$ cat config.mk
export PLATFORM = sky130hd
export DESIGN_NAME = capture_dump_ctrl
export DESIGN_NICKNAME = d
export VERILOG_FILES = /design/src/rtl/capture_dump_ctrl.sv
export SDC_FILE = /design/constraint.sdc
export NUM_CORES = 1
export LEC_CHECK = 0
export BUFFER_PORTS_ARGS = -buffer_cell sky130_fd_sc_hd__buf_2
export CAP_MARGIN = 10
export CELL_PAD_IN_SITES_DETAIL_PLACEMENT = 0
export CELL_PAD_IN_SITES_GLOBAL_PLACEMENT = 2
export CORE_ASPECT_RATIO = 1.1
export CORE_UTILIZATION = 34
export CTS_CLUSTER_DIAMETER = 100
export DETAILED_ROUTE_END_ITERATION = 8
export GPL_TIMING_DRIVEN = 0
export PLACE_DENSITY_LB_ADDON = 0.05
export SLEW_MARGIN = 40
export SYNTH_ARGS = -nofsm -noshare
export SYNTH_HDL_FRONTEND = slang
export SYNTH_HIERARCHICAL = 1
export SYNTH_SLANG_ARGS = --single-unit
$ cat constraint.sdc
create_clock -name clk -period 4 [get_ports clk]
set_input_delay 0.6 -clock clk [delete_from_list [all_inputs] [get_ports clk]]
set_output_delay 0.6 -clock clk [all_outputs]
set_load 0.01 [all_outputs]
$ cat src/rtl/capture_dump_ctrl.sv
// capture_dump_ctrl: key debounce, I2S capture gating and framed
// L/R FIFO dump to a UART byte interface for the two-mic capture path.

module capture_dump_key_deb #(
    parameter int DEB_CYC = 1000
) (
    input  logic clk,
    input  logic rst,
    input  logic key_n,
    output logic press
);

    localparam int CW = (DEB_CYC < 2) ? 1 : $clog2(DEB_CYC + 1);

    logic          sync1;
    logic          sync2;
    logic          level;
    logic [CW-1:0] cnt;

    // Synchronise the raw key, accept a new level after DEB_CYC stable
    // cycles and pulse on the accepted falling transition only
    always_ff @(posedge clk) begin
        if (rst) begin
            sync1 <= 1'b1;
            sync2 <= 1'b1;
            level <= 1'b1;
            cnt   <= '0;
            press <= 1'b0;
        end else begin
            sync1 <= key_n;
            sync2 <= sync1;
            press <= 1'b0;
            if (sync2 != level) begin
                if (cnt == CW'(DEB_CYC - 1)) begin
                    level <= sync2;
                    cnt   <= '0;
                    press <= level;
                end else begin
                    cnt <= cnt + 1'b1;
                end
            end else begin
                cnt <= '0;
            end
        end
    end

endmodule

module capture_dump_ctrl #(
    parameter int         DW      = 16,
    parameter int         DEB_CYC = 1000,
    parameter logic [7:0] HDR0    = 8'hA5,
    parameter logic [7:0] HDR1    = 8'h5A
) (
    input  logic          clk,
    input  logic          rst,
    input  logic          key_cap_n,
    input  logic          key_dump_n,
    input  logic          ws,
    output logic          cap_en,
    input  logic          fifo_l_full,
    input  logic          fifo_r_full,
    input  logic          fifo_l_empty,
    input  logic          fifo_r_empty,
    output logic          fifo_l_rd_en,
    output logic          fifo_r_rd_en,
    input  logic [DW-1:0] fifo_l_dout,
    input  logic [DW-1:0] fifo_r_dout,
    output logic [7:0]    tx_data,
    output logic          tx_valid,
    input  logic          tx_ready,
    output logic          busy,
    output logic [2:0]    state_dbg
);

    typedef enum logic [2:0] {
        IDLE    = 3'd0,
        ARM     = 3'd1,
        CAPTURE = 3'd2,
        FULL    = 3'd3,
        DUMP    = 3'd4
    } state_t;

    // Dump sub-sequence: headers, per-channel read decision,
    // data latch, then the two bytes of the latched sample
    typedef enum logic [2:0] {
        D_H0  = 3'd0,
        D_H1  = 3'd1,
        D_PL  = 3'd2,
        D_PR  = 3'd3,
        D_LAT = 3'd4,
        D_HI  = 3'd5,
        D_LO  = 3'd6
    } dstate_t;

    state_t        state;
    state_t        state_n;
    dstate_t       dstate;
    dstate_t       dstate_n;
    logic          cap_press;
    logic          dump_press;
    logic          ws_q;
    logic          ws_fall;
    logic          chan;
    logic [DW-1:0] samp;
    logic          both_empty;
    logic          any_full;
    logic          tx_done;

    capture_dump_key_deb #(
        .DEB_CYC(DEB_CYC)
    ) u_deb_cap (
        .clk  (clk),
        .rst  (rst),
        .key_n(key_cap_n),
        .press(cap_press)
    );

    capture_dump_key_deb #(
        .DEB_CYC(DEB_CYC)
    ) u_deb_dump (
        .clk  (clk),
        .rst  (rst),
        .key_n(key_dump_n),
        .press(dump_press)
    );

    assign ws_fall    = ws_q & ~ws;
    assign both_empty = fifo_l_empty & fifo_r_empty;
    assign any_full   = fifo_l_full | fifo_r_full;
    assign tx_done    = tx_valid & tx_ready;

    // State registers for the top-level and dump sequencers
    always_ff @(posedge clk) begin
        if (rst) begin
            state  <= IDLE;
            dstate <= D_H0;
        end else begin
            state  <= state_n;
            dstate <= dstate_n;
        end
    end

    // Word-select history for 1->0 edge detection while armed
    always_ff @(posedge clk) begin
        if (rst) begin
            ws_q <= 1'b0;
        end else begin
            ws_q <= ws;
        end
    end

    // Remember which channel was read and latch its data one cycle later
    always_ff @(posedge clk) begin
        if (rst) begin
            chan <= 1'b0;
            samp <= '0;
        end else begin
            if (fifo_r_rd_en) begin
                chan <= 1'b1;
            end else if (fifo_l_rd_en) begin
                chan <= 1'b0;
            end
            if (state == DUMP && dstate == D_LAT) begin
                samp <= chan ? fifo_r_dout : fifo_l_dout;
            end
        end
    end

    // Next-state logic; byte states advance only on a completed transfer
    always_comb begin
        state_n  = state;
        dstate_n = dstate;
        unique case (state)
            IDLE: begin
                if (cap_press) begin
                    state_n = ARM;
                end else if (dump_press && !both_empty) begin
                    state_n  = DUMP;
                    dstate_n = D_H0;
                end
            end
            ARM: begin
                if (ws_fall) begin
                    state_n = CAPTURE;
                end
            end
            CAPTURE: begin
                if (any_full) begin
                    state_n = FULL;
                end
            end
            FULL: begin
                if (dump_press) begin
                    state_n  = DUMP;
                    dstate_n = D_H0;
                end
            end
            DUMP: begin
                unique case (dstate)
                    D_H0: begin
                        if (tx_done) begin
                            dstate_n = D_H1;
                        end
                    end
                    D_H1: begin
                        if (tx_done) begin
                            dstate_n = D_PL;
                        end
                    end
                    D_PL: begin
                        if (!fifo_l_empty || !fifo_r_empty) begin
                            dstate_n = D_LAT;
                        end else begin
                            state_n  = IDLE;
                            dstate_n = D_H0;
                        end
                    end
                    D_PR: begin
                        dstate_n = fifo_r_empty ? D_PL : D_LAT;
                    end
                    D_LAT: begin
                        dstate_n = D_HI;
                    end
                    D_HI: begin
                        if (tx_done) begin
                            dstate_n = D_LO;
                        end
                    end
                    D_LO: begin
                        if (tx_done) begin
                            dstate_n = chan ? D_PL : D_PR;
                        end
                    end
                    default: begin
                        dstate_n = D_H0;
                    end
                endcase
            end
            default: begin
                state_n  = IDLE;
                dstate_n = D_H0;
            end
        endcase
    end

    // Outputs decoded from state; read strobes only in decision states
    always_comb begin
        cap_en       = (state == CAPTURE);
        busy         = (state != IDLE);
        state_dbg    = state;
        fifo_l_rd_en = 1'b0;
        fifo_r_rd_en = 1'b0;
        tx_valid     = 1'b0;
        tx_data      = 8'h00;
        if (state == DUMP) begin
            unique case (dstate)
                D_H0: begin
                    tx_valid = 1'b1;
                    tx_data  = HDR0;
                end
                D_H1: begin
                    tx_valid = 1'b1;
                    tx_data  = HDR1;
                end
                D_PL: begin
                    fifo_l_rd_en = ~fifo_l_empty;
                    fifo_r_rd_en = fifo_l_empty & ~fifo_r_empty;
                end
                D_PR: begin
                    fifo_r_rd_en = ~fifo_r_empty;
                end
                D_HI: begin
                    tx_valid = 1'b1;
                    tx_data  = samp[15:8];
                end
                D_LO: begin
                    tx_valid = 1'b1;
                    tx_data  = samp[7:0];
                end
                default: begin
                    tx_valid = 1'b0;
                end
            endcase
        end
    end

endmodule

# --- Word level (Yosys, flattened, before mapping) ---
# Cells that the tools add are included.
word_totals:
  inputBits: 42
  register_bits: 52
  output_inout_bits: 16
  word_cells: 107
op_classes:
  bitwise: 13
  n_reduce_logical: 20
  n_mux: 31
  n_addsub: 2
  n_eq_ne: 26
ops:
  columns: ["op", "n"]
  rows:
  - ["two-way mux 3 bit", 16]
  - ["one-hot mux 8 bit (4 select lines)", 1]
  - ["one-hot mux 3 bit (7 select lines)", 1]
  - ["adder 10 x 1 -> 10 bit, second input constant", 2]
  - ["== test 10 bit, second input constant", 2]
  - ["two-way mux 16 bit", 1]
  - ["one-hot mux 3 bit (5 select lines)", 1]
  - ["== test 3 x 2 -> 1 bit, second input constant", 4]
  - ["== test 3 bit, second input constant", 4]
  - ["inequality test 3 bit, second input constant", 4]
  - ["one-hot mux 3 bit (4 select lines)", 1]
  - ["OR reduction 3 bit", 4]
  - ["two-way mux 1 bit", 8]
  - ["two-way mux 8 bit", 1]
  - ["inequality test 2 bit, second input constant", 4]
  - ["inverter 1 bit", 8]
  - ["AND reduction 8 bit", 1]
  - ["== test 3 x 1 -> 1 bit, second input constant", 2]
  - ["logical NOT 3 bit", 2]
  - ["inequality test 2 x 1 -> 1 bit, second input constant", 3]
  - ["AND reduction 6 bit", 1]
  - ["bitwise AND 1 bit", 4]
  - ["AND reduction 2 bit", 2]
  - ["OR reduction 4 bit", 1]
  - ["10 further kinds", 14]

# --- Logic depth before layout (Yosys ltp) ---
# Gate-level depths: netlist of run 1.
logic_depth:
  word_depth: 8
  depth_mapped: 5
  mapped_depth_nobuf: 5

# --- By module ---
# The synthesis of run 1 kept the hierarchy.
by_module_without_submodules:
  columns: ["module", "cells_each", "area_per_inst_um2", "seq_area_each_um2", "n_inst"]
  rows:
  - ["capture_dump_ctrl", 176, 1446.4, 480.5, 1]
  - ["capture_dump_key_deb (u_deb_cap)", 61, 600.6, 280.3, 1]
  - ["capture_dump_key_deb (u_deb_dump)", 58, 561.8, 280.3, 1]

# --- Worst setup path after synthesis of run 1 ---
# OpenSTA, ideal clock, no wires.
synth_timing:
  path_kind: "reg2out"
  startpoint: "reg state[2] (netlist: state_dbg[2])"
  endpoint: "out fifo_l_rd_en"
  path_stages_with_launch: 5
  path_slack_ps: 1946
  t_required_ps: 3400
  path_buffers: 1
  arrival_ps: 1454
  path_cell_list: "dfxtp_1 buf_4 nor3b_1 nand3_1 nor3_1"
synth_via:
  elab_chain_cells: 2
synth_lines:
  columns: ["item", "line", "rtl"]
  rows:
  - ["from (decl)", "96", "state_t state;"]
  - ["from (signal assigned)", "139", "state <= state_n;"]
  - ["== test 3 bit", "256", "if (state == DUMP) begin"]
  - ["two-way mux 1 bit", "256", null]
  - ["to (decl)", "65", "output logic fifo_l_rd_en,"]
# No other way between the ends.

# --- Worst setup path in the final report of run 1 ---
# Same ends and word-level chain as after synthesis.

==> flow_metrics.py, run 1 <==
metrics = {
    "final_layout": {
        "antennaDiodeCount": 0,
        "finalNonFillerCells": 446,
        "nNetsFinal": 403,
        "final_area_sq_um": 3130,
        "drive_above_1_share_pct": 24.2,
        "syn_to_final_growth_pct": 20.0,
        "fin_util_pct": 42.1,
        "layout_commonest_cell": "buf_2",
        "layout_common_cells": "buf_2, dfxtp_1, nor2_1, mux2i_1, a211oi_1",
    },
    "clock_tree": {
        "cts_buffers": 5,
        "cts.sinks": 52,
        "cts_hold_buf": 0,
        "ctsResizeCount": 0,
        "cts_max_path_buffers": 2,
        "clk-insertion-delay-late_ps": 300,
        "cts-root-buf": "clkbuf_8",
        "cts_tree": "done",
        "htree_levels": 2,
        "clkTransAtPathRegs_ps": 90,
        "post_cts_buffers": 0,
    },
    "setup_path": {
        "cp-start-kind": "register",
        "cp.arrival_ps": 2030,
        "path_buf_inv": 2,
        "endpoint_kind": "output pin",
        "crit_family": "simple AND/OR/NAND/NOR gates",
        "timing.rr.start": "state_dbg[2]$_SDFFE_PP0P_",
        "path_class": "reg -> out",
        "startpoint": "state_dbg[2]$_SDFFE_PP0P_",
        "slowest_delay_ps": 550,
        "path_max_fanout": 10,
        "slowest_stage": "nor3b_1",
        "cp_data_required_time_ps": 3400,
        "crit_chain": "buf_4 > nor3b_1 > nand3_1 > nor3_1 > buf_2",
    },
    "grt": {
        "grt_pass1_vias": 2164,
        "top_usage_layer": "met2",
        "overflow": 0,
        "use_met3_pct": 2.46,
        "grt_util_met2_pct": 27.4,
        "grt_max_degree": 16,
        "grtUsageMet1_pct": 20.2,
        "antenna_found_initial": 0,
        "grtUsageTotal_pct": 15.8,
        "grt_pass1_wl_mm": 10.1,
    },
    "route": {
        "dr.first_iter.drc_count": 46,
        "ant_nets": 0,
        "drt-pass1-iter-count": 6,
        "routed_wl_mm": 6.19,
        "vias": 2315,
        "drc": 2,
        "viasPerCell": 5.19,
        "routedWlPerCell_microns": 13.9,
    },
    "die": {
        "die_area_sq_um": 8030,
        "coreArea_sq_um": 7430,
        "rows": 33,
        "fp.dieH_microns": 93.9,
        "start_util_pct": 35.1,
        "ioPinCount": 58,
        "die_x_microns": 85.5,
    },
    "place": {
        "globalplace.congestion": 0.693,
        "io_buffer_count": 57,
        "place_area_sq_um": 3000,
        "dpl.hpwl_mm": 4.48,
        "place_ws_ps": 1690,
        "placedCellCount": 439,
    },
    "timing": {
        "worstMarginPinSlew_ps": 635,
        "max_freq_mhz": 380,
        "slew_violations": 0,
        "slew_headroom_pct": 57.6,
        "setup_tns_ps": 0,
        "period_share_pct": 65.8,
        "fin_worst_skew_ps": 4.60,
        "finalWorstSetupSlack_ps": 1370,
        "hold_viol": 0,
        "setup_viol": 0,
        "rsz0062_at_grt": "false",
        "fin_crit_ps": 2630,
    },
    "pwr": {
        "seqPwrFrac_pct": 53.0,
        "p_leak_nw": 1.16,
        "combPwrFrac_pct": 4.4,
        "powerDensity_nw_per_um2": 314,
        "clkPwrFrac_pct": 42.6,
        "switching_share_pct": 19.8,
        "p_switching_uw": 195,
        "p_int_uw": 789,
        "ir_drop_uv": 136,
    },
    "synthesis": {
        "synth.avg_cell_area_sq_um": 8.84,
        "yosysWarningCount": 6,
        "seq_area_frac_synth_pct": 39.9,
        "synth_flop_cell": "dfxtp_1",
        "synth-seq-cells": 52,
        "ys_types": 57,
        "netlist_area_sq_um": 2610,
        "syn-num-nets": 339,
        "postSynthCellCount": 295,
        "synth_edf_count": 0,
        "synth-async-reset-ratio_pct": 0,
    },
    "run_status": {
        "status": "complete, but fails checks",
        "violations": "design-rule violations",
    },
    "min_path": {
        "min_from": "u_deb_cap/sync1$_SDFF_PP1_",
        "hold_class": "reg -> reg",
    },
    "run": {
        "cap_violations": 0,
    },
}
==> through the flow <==
| step | hold WS (ps) | power (mW) |
|---|---|---|
| 2_1_floorplan | 389 | 0.550 |
| 3_3_place_gp | 390 | 0.577 |
| 3_5_place_dp | 393 | 0.577 |
| 4_1_cts | 418 | 1.01 |
| 5_1_grt | 436 | 1.02 |
| 6_report | 411 | 0.984 |
==> layout make-up <==
type | count | area (sq um)
fillers | 797 | 4300
multi-input cells | 218 | 1450
flip-flops and latches | 52 | 1040
repair buffers | 57 | 285
well taps | 87 | 109
plain buffers | 16 | 83.8
clock buffers | 5 | 68.8
clock inverters | 2 | 60.1
inverters | 9 | 33.8
==> flip-flops by register name, summed over array words and instances (netlist names) <==
register and flops:
u_deb_dump/sync2 1, u_deb_dump/cnt 10, u_deb_dump/press 1, ws_q 1, u_deb_cap/sync2 1, u_deb_cap/level 1
u_deb_cap/cnt 10, u_deb_dump/level 1, chan 1, u_deb_dump/sync1 1, state_dbg 3, dstate 3
u_deb_cap/press 1, u_deb_cap/sync1 1, samp 16
==> worst register-to-register path, stage by stage (launching register included) <==
cell and delay, ps:
dfxtp_1 380, buf_4 190, nor3b_1 550, o21ai_0 320, o311ai_2 210, mux2i_1 210
==> metal layers <==
layer  vias to the layer above  wire, microns  share of wire, %
met1                      1068           3080                50
met5                         -              0                 0
met2                        42           2830                46
met4                         0             76               1.2
met3                         6            203               3.3
li1                       1199              -                 -
==> cells by family (layout without fill, tap and decap cells) <==
family / Yosys count / count (layout) / synth area share (%)
flip-flops: 52 / 52 / 39.9
multiplexers: 19 / 19 / 7.29
buffers and inverters: 25 / 89 / 4.51
XOR/XNOR: 11 / 11 / 3.69
AND/OR/NAND/NOR: 114 / 114 / 24.1
adder cells (fa/ha/maj): 2 / 2 / 0.959
AO/OA/AOI/OAI: 72 / 72 / 19.5
==> cells in the mapped netlist (4+ instances only) <==
library cell | count | share of area [%]
nor3_1 | 8 | 1.5
and3_1 | 5 | 1.2
a21oi_1 | 16 | 3.1
o21ai_0 | 11 | 2.1
mux2i_1 | 19 | 7.3
nand2b_1 | 4 | 0.96
xnor2_1 | 8 | 2.7
clkbuf_1 | 8 | 1.2
or3_1 | 4 | 0.96
buf_2 | 4 | 0.77
nor2b_1 | 6 | 1.4
dfxtp_1 | 52 | 40
a211oi_1 | 17 | 4.9
inv_1 | 8 | 1.2
or2_2 | 4 | 0.96
nand2_1 | 13 | 1.9
nand3_1 | 9 | 1.7
nor2_1 | 38 | 5.5
==> power by group through the flow <==
stage	logic [mW]	registers (mW)	clock network, mW
after floorplan	0.0162	0.534	0
after global placement	0.0432	0.534	0
after detailed placement	0.0433	0.534	0
after CTS	0.0437	0.522	0.441
after global routing	0.0488	0.522	0.453
final	0.0428	0.522	0.419
==> path summary, 6_finish.rpt <==
| kind | to | slack, ps | cells after the start |
|---|---|---|---|
| setup / recovery | fifo_l_rd_en | 1370 | 5 |
| hold / removal | u_deb_cap/sync2$_SDFF_PP1_ | 410 | 1 |
| setup reg to reg | state_dbg[0]$_SDFFE_PP0P_ | 2080 | 5 |
| hold reg to reg | u_deb_cap/sync2$_SDFF_PP1_ | 410 | 1 |
Note: power is estimated with default switching activity, not from simulation.
==> inputs of run 2 (changes only) <==
--- a/config.mk
+++ b/config.mk
@@ -10,7 +10,7 @@
 export CELL_PAD_IN_SITES_DETAIL_PLACEMENT = 0
 export CELL_PAD_IN_SITES_GLOBAL_PLACEMENT = 2
 export CORE_ASPECT_RATIO = 1.1
-export CORE_UTILIZATION = 34
+export CORE_UTILIZATION = 29
 export CTS_CLUSTER_DIAMETER = 100
 export DETAILED_ROUTE_END_ITERATION = 8
 export GPL_TIMING_DRIVEN = 0
==> constraint.sdc (replaced) <==
create_clock -name clk -period 2.4 [get_ports clk]
set_input_delay 0.36 -clock clk [delete_from_list [all_inputs] [get_ports clk]]
set_output_delay 0.36 -clock clk [all_outputs]
set_load 0.01 [all_outputs]
==> flow_metrics.py, run 2 (synthesis gave the netlist of run 1 again) <==
metrics = {
    "run_status": {
        "status": "complete, no violations",
    },
    "setup_path": {
        "slowest_stage": "nor3b_2",
        "endpoint_kind": "output pin",
        "r2r_slack_ps": 670,
        "path_class": "reg -> out",
        "cp.depth": 5,
        "crit_family": "simple AND/OR/NAND/NOR gates",
        "rr_worst_depth": 5,
        "timing.rr.start": "state_dbg[0]$_SDFFE_PP0P_",
        "rr_endpoint": "samp[4]$_SDFFE_PP0P_",
        "path_max_fanout": 10,
        "path_buf_inv": 2,
        "cp_data_required_time_ps": 2040,
        "endpoint": "fifo_l_rd_en",
        "cp-start-kind": "register",
        "slowest_delay_ps": 410,
        "crit_chain": "clkbuf_1 > nor3b_2 > nand3_1 > nor3_1 > buf_2",
        "cp.arrival_ps": 1840,
        "startpoint": "state_dbg[1]$_SDFFE_PP0P_",
    },
    "place": {
        "globalplace.congestion": 0.716,
        "dpl.hpwl_mm": 4.68,
        "io_buffer_count": 57,
        "place_area_sq_um": 3030,
    },
    "route": {
        "routed_wl_mm": 6.50,
        "drt-pass1-iter-count": 4,
        "viasPerCell": 4.93,
        "vias": 2321,
        "ant_nets": 0,
        "drc": 0,
        "routedWlPerCell_microns": 13.8,
        "dr.first_iter.drc_count": 56,
    },
    "grt": {
        "grt_pass1_wl_mm": 10.8,
        "grt_pass1_vias": 2224,
        "grt_max_degree": 17,
        "antenna_found_initial": 0,
        "grtUsageTotal_pct": 14.6,
        "overflow": 0,
    },
    "timing": {
        "slew_violations": 0,
        "fin_crit_ps": 2200,
        "rsz0062_at_grt": "false",
        "hold_viol": 0,
        "period_share_pct": 91.5,
        "slew_headroom_pct": 57.8,
        "max_freq_mhz": 456,
        "fin_worst_skew_ps": 5.88,
        "setup_viol": 0,
        "setup_tns_ps": 0,
        "worstMarginPinSlew_ps": 633,
        "hold_ws_ps": 228,
    },
    "die": {
        "rows": 35,
        "die_x_microns": 92.4,
        "coreArea_sq_um": 8540,
        "ioPinCount": 58,
        "die_area_sq_um": 9380,
        "fp.dieH_microns": 101,
        "start_util_pct": 30.5,
    },
    "final_layout": {
        "largest_register_ff_count": 16,
        "top_regs": "samp x16, u_deb_cap/cnt x10, u_deb_dump/cnt x10",
        "seq_area_sq_um": 1040,
        "multi_input_area_sq_um": 1460,
        "regMostFlops": "samp",
        "nNetsFinal": 403,
        "antennaDiodeCount": 0,
        "layout_common_cells": "buf_2, dfxtp_1, nor2_1, mux2i_1, a211oi_1",
        "fillerInstances": 921,
        "layout_commonest_cell": "buf_2",
        "drive_above_1_share_pct": 25.6,
        "final_area_sq_um": 3170,
        "syn_to_final_growth_pct": 21.3,
    },
    "clock_tree": {
        "htree_levels": 2,
        "cts.sinks": 52,
        "cts_buffers": 5,
        "cts-root-buf": "clkbuf_8",
        "post_cts_buffers": 0,
        "cts_tree": "done",
        "clk-insertion-delay-late_ps": 300,
        "cts_max_path_buffers": 2,
        "clkTransAtPathRegs_ps": 100,
    },
    "min_path": {
        "hold_class": "in -> reg",
        "hold_depth": 2,
    },
    "pwr": {
        "p_leak_nw": 1.16,
        "ir_drop_uv": 265,
        "powerDensity_nw_per_um2": 500,
    },
    "run": {
        "cap_violations": 0,
    },
}
[run 2: cell types whose count changed in the layout (fill, tap and decap cells not counted)]
cell / change
nor2b_2: +2
nor2b_1: -2
nor3b_1: -1
clkbuf_2: +1
bufinv_16: -1
clkinv_4: +1
clkbuf_8: +1
clkbuf_1: -1
nor3b_2: +1
[run 2: worst min path at each step]
stage | endpoint | startpoint | slack (ps)
5_1_grt | u_deb_dump/sync1$_SDFF_PP1_ | key_dump_n | 220
3_5_place_dp | u_deb_cap/sync2$_SDFF_PP1_ | u_deb_cap/sync1$_SDFF_PP1_ | 400
4_1_cts | u_deb_cap/sync1$_SDFF_PP1_ | key_cap_n | 210
6_report | u_deb_cap/sync1$_SDFF_PP1_ | key_cap_n | 230
3_3_place_gp | u_deb_cap/sync2$_SDFF_PP1_ | u_deb_cap/sync1$_SDFF_PP1_ | 390
2_1_floorplan | u_deb_cap/sync2$_SDFF_PP1_ | u_deb_cap/sync1$_SDFF_PP1_ | 390
[run 2: final cells by class]
type | count | share of cell area [%]
multi-input combinational | 218 | 46.1
sequential | 52 | 32.9
timing repair buffer | 57 | 9.01
tap | 111 | 4.39
buffer | 16 | 2.69
clock buffer | 6 | 2.61
clock inverter | 2 | 1.23
inverter | 9 | 1.07
[run 2: per-stage QoR]
stage	worst slack [ps]	utilization, %	total power, mW	instances
after floorplan	586	-	0.916	295
after global placement	303	35.5	0.963	463
after detailed placement	296	35.5	0.963	463
after CTS	175	37.0	1.62	471
after global routing	5.84	37.1	1.65	471
final	205	37.1	1.58	471
[run 2: report_power, final]
group	total [mW]	switching, mW	leakage [nW]	internal, mW
sequential	0.869	0.00232	0.420	0.867
combinational	0.0720	0.0353	0.681	0.0367
clock	0.642	0.301	0.0614	0.342
[run 2: what timing repair did]
action,CTS,global route
gates resized for setup,1,4
setup endpoints to repair,1,2
hold buffers,0,0
hold endpoints to repair,0,0
gates cloned,0,0
[run 2: routing by layer]
layer	up-vias	global-route usage, %	wire length (microns)
met4	0	3.61	59
met2	55	24.2	2960
met3	5	2.70	247
met1	1061	19.5	3230
li1	1200	-	-
met5	-	0	0
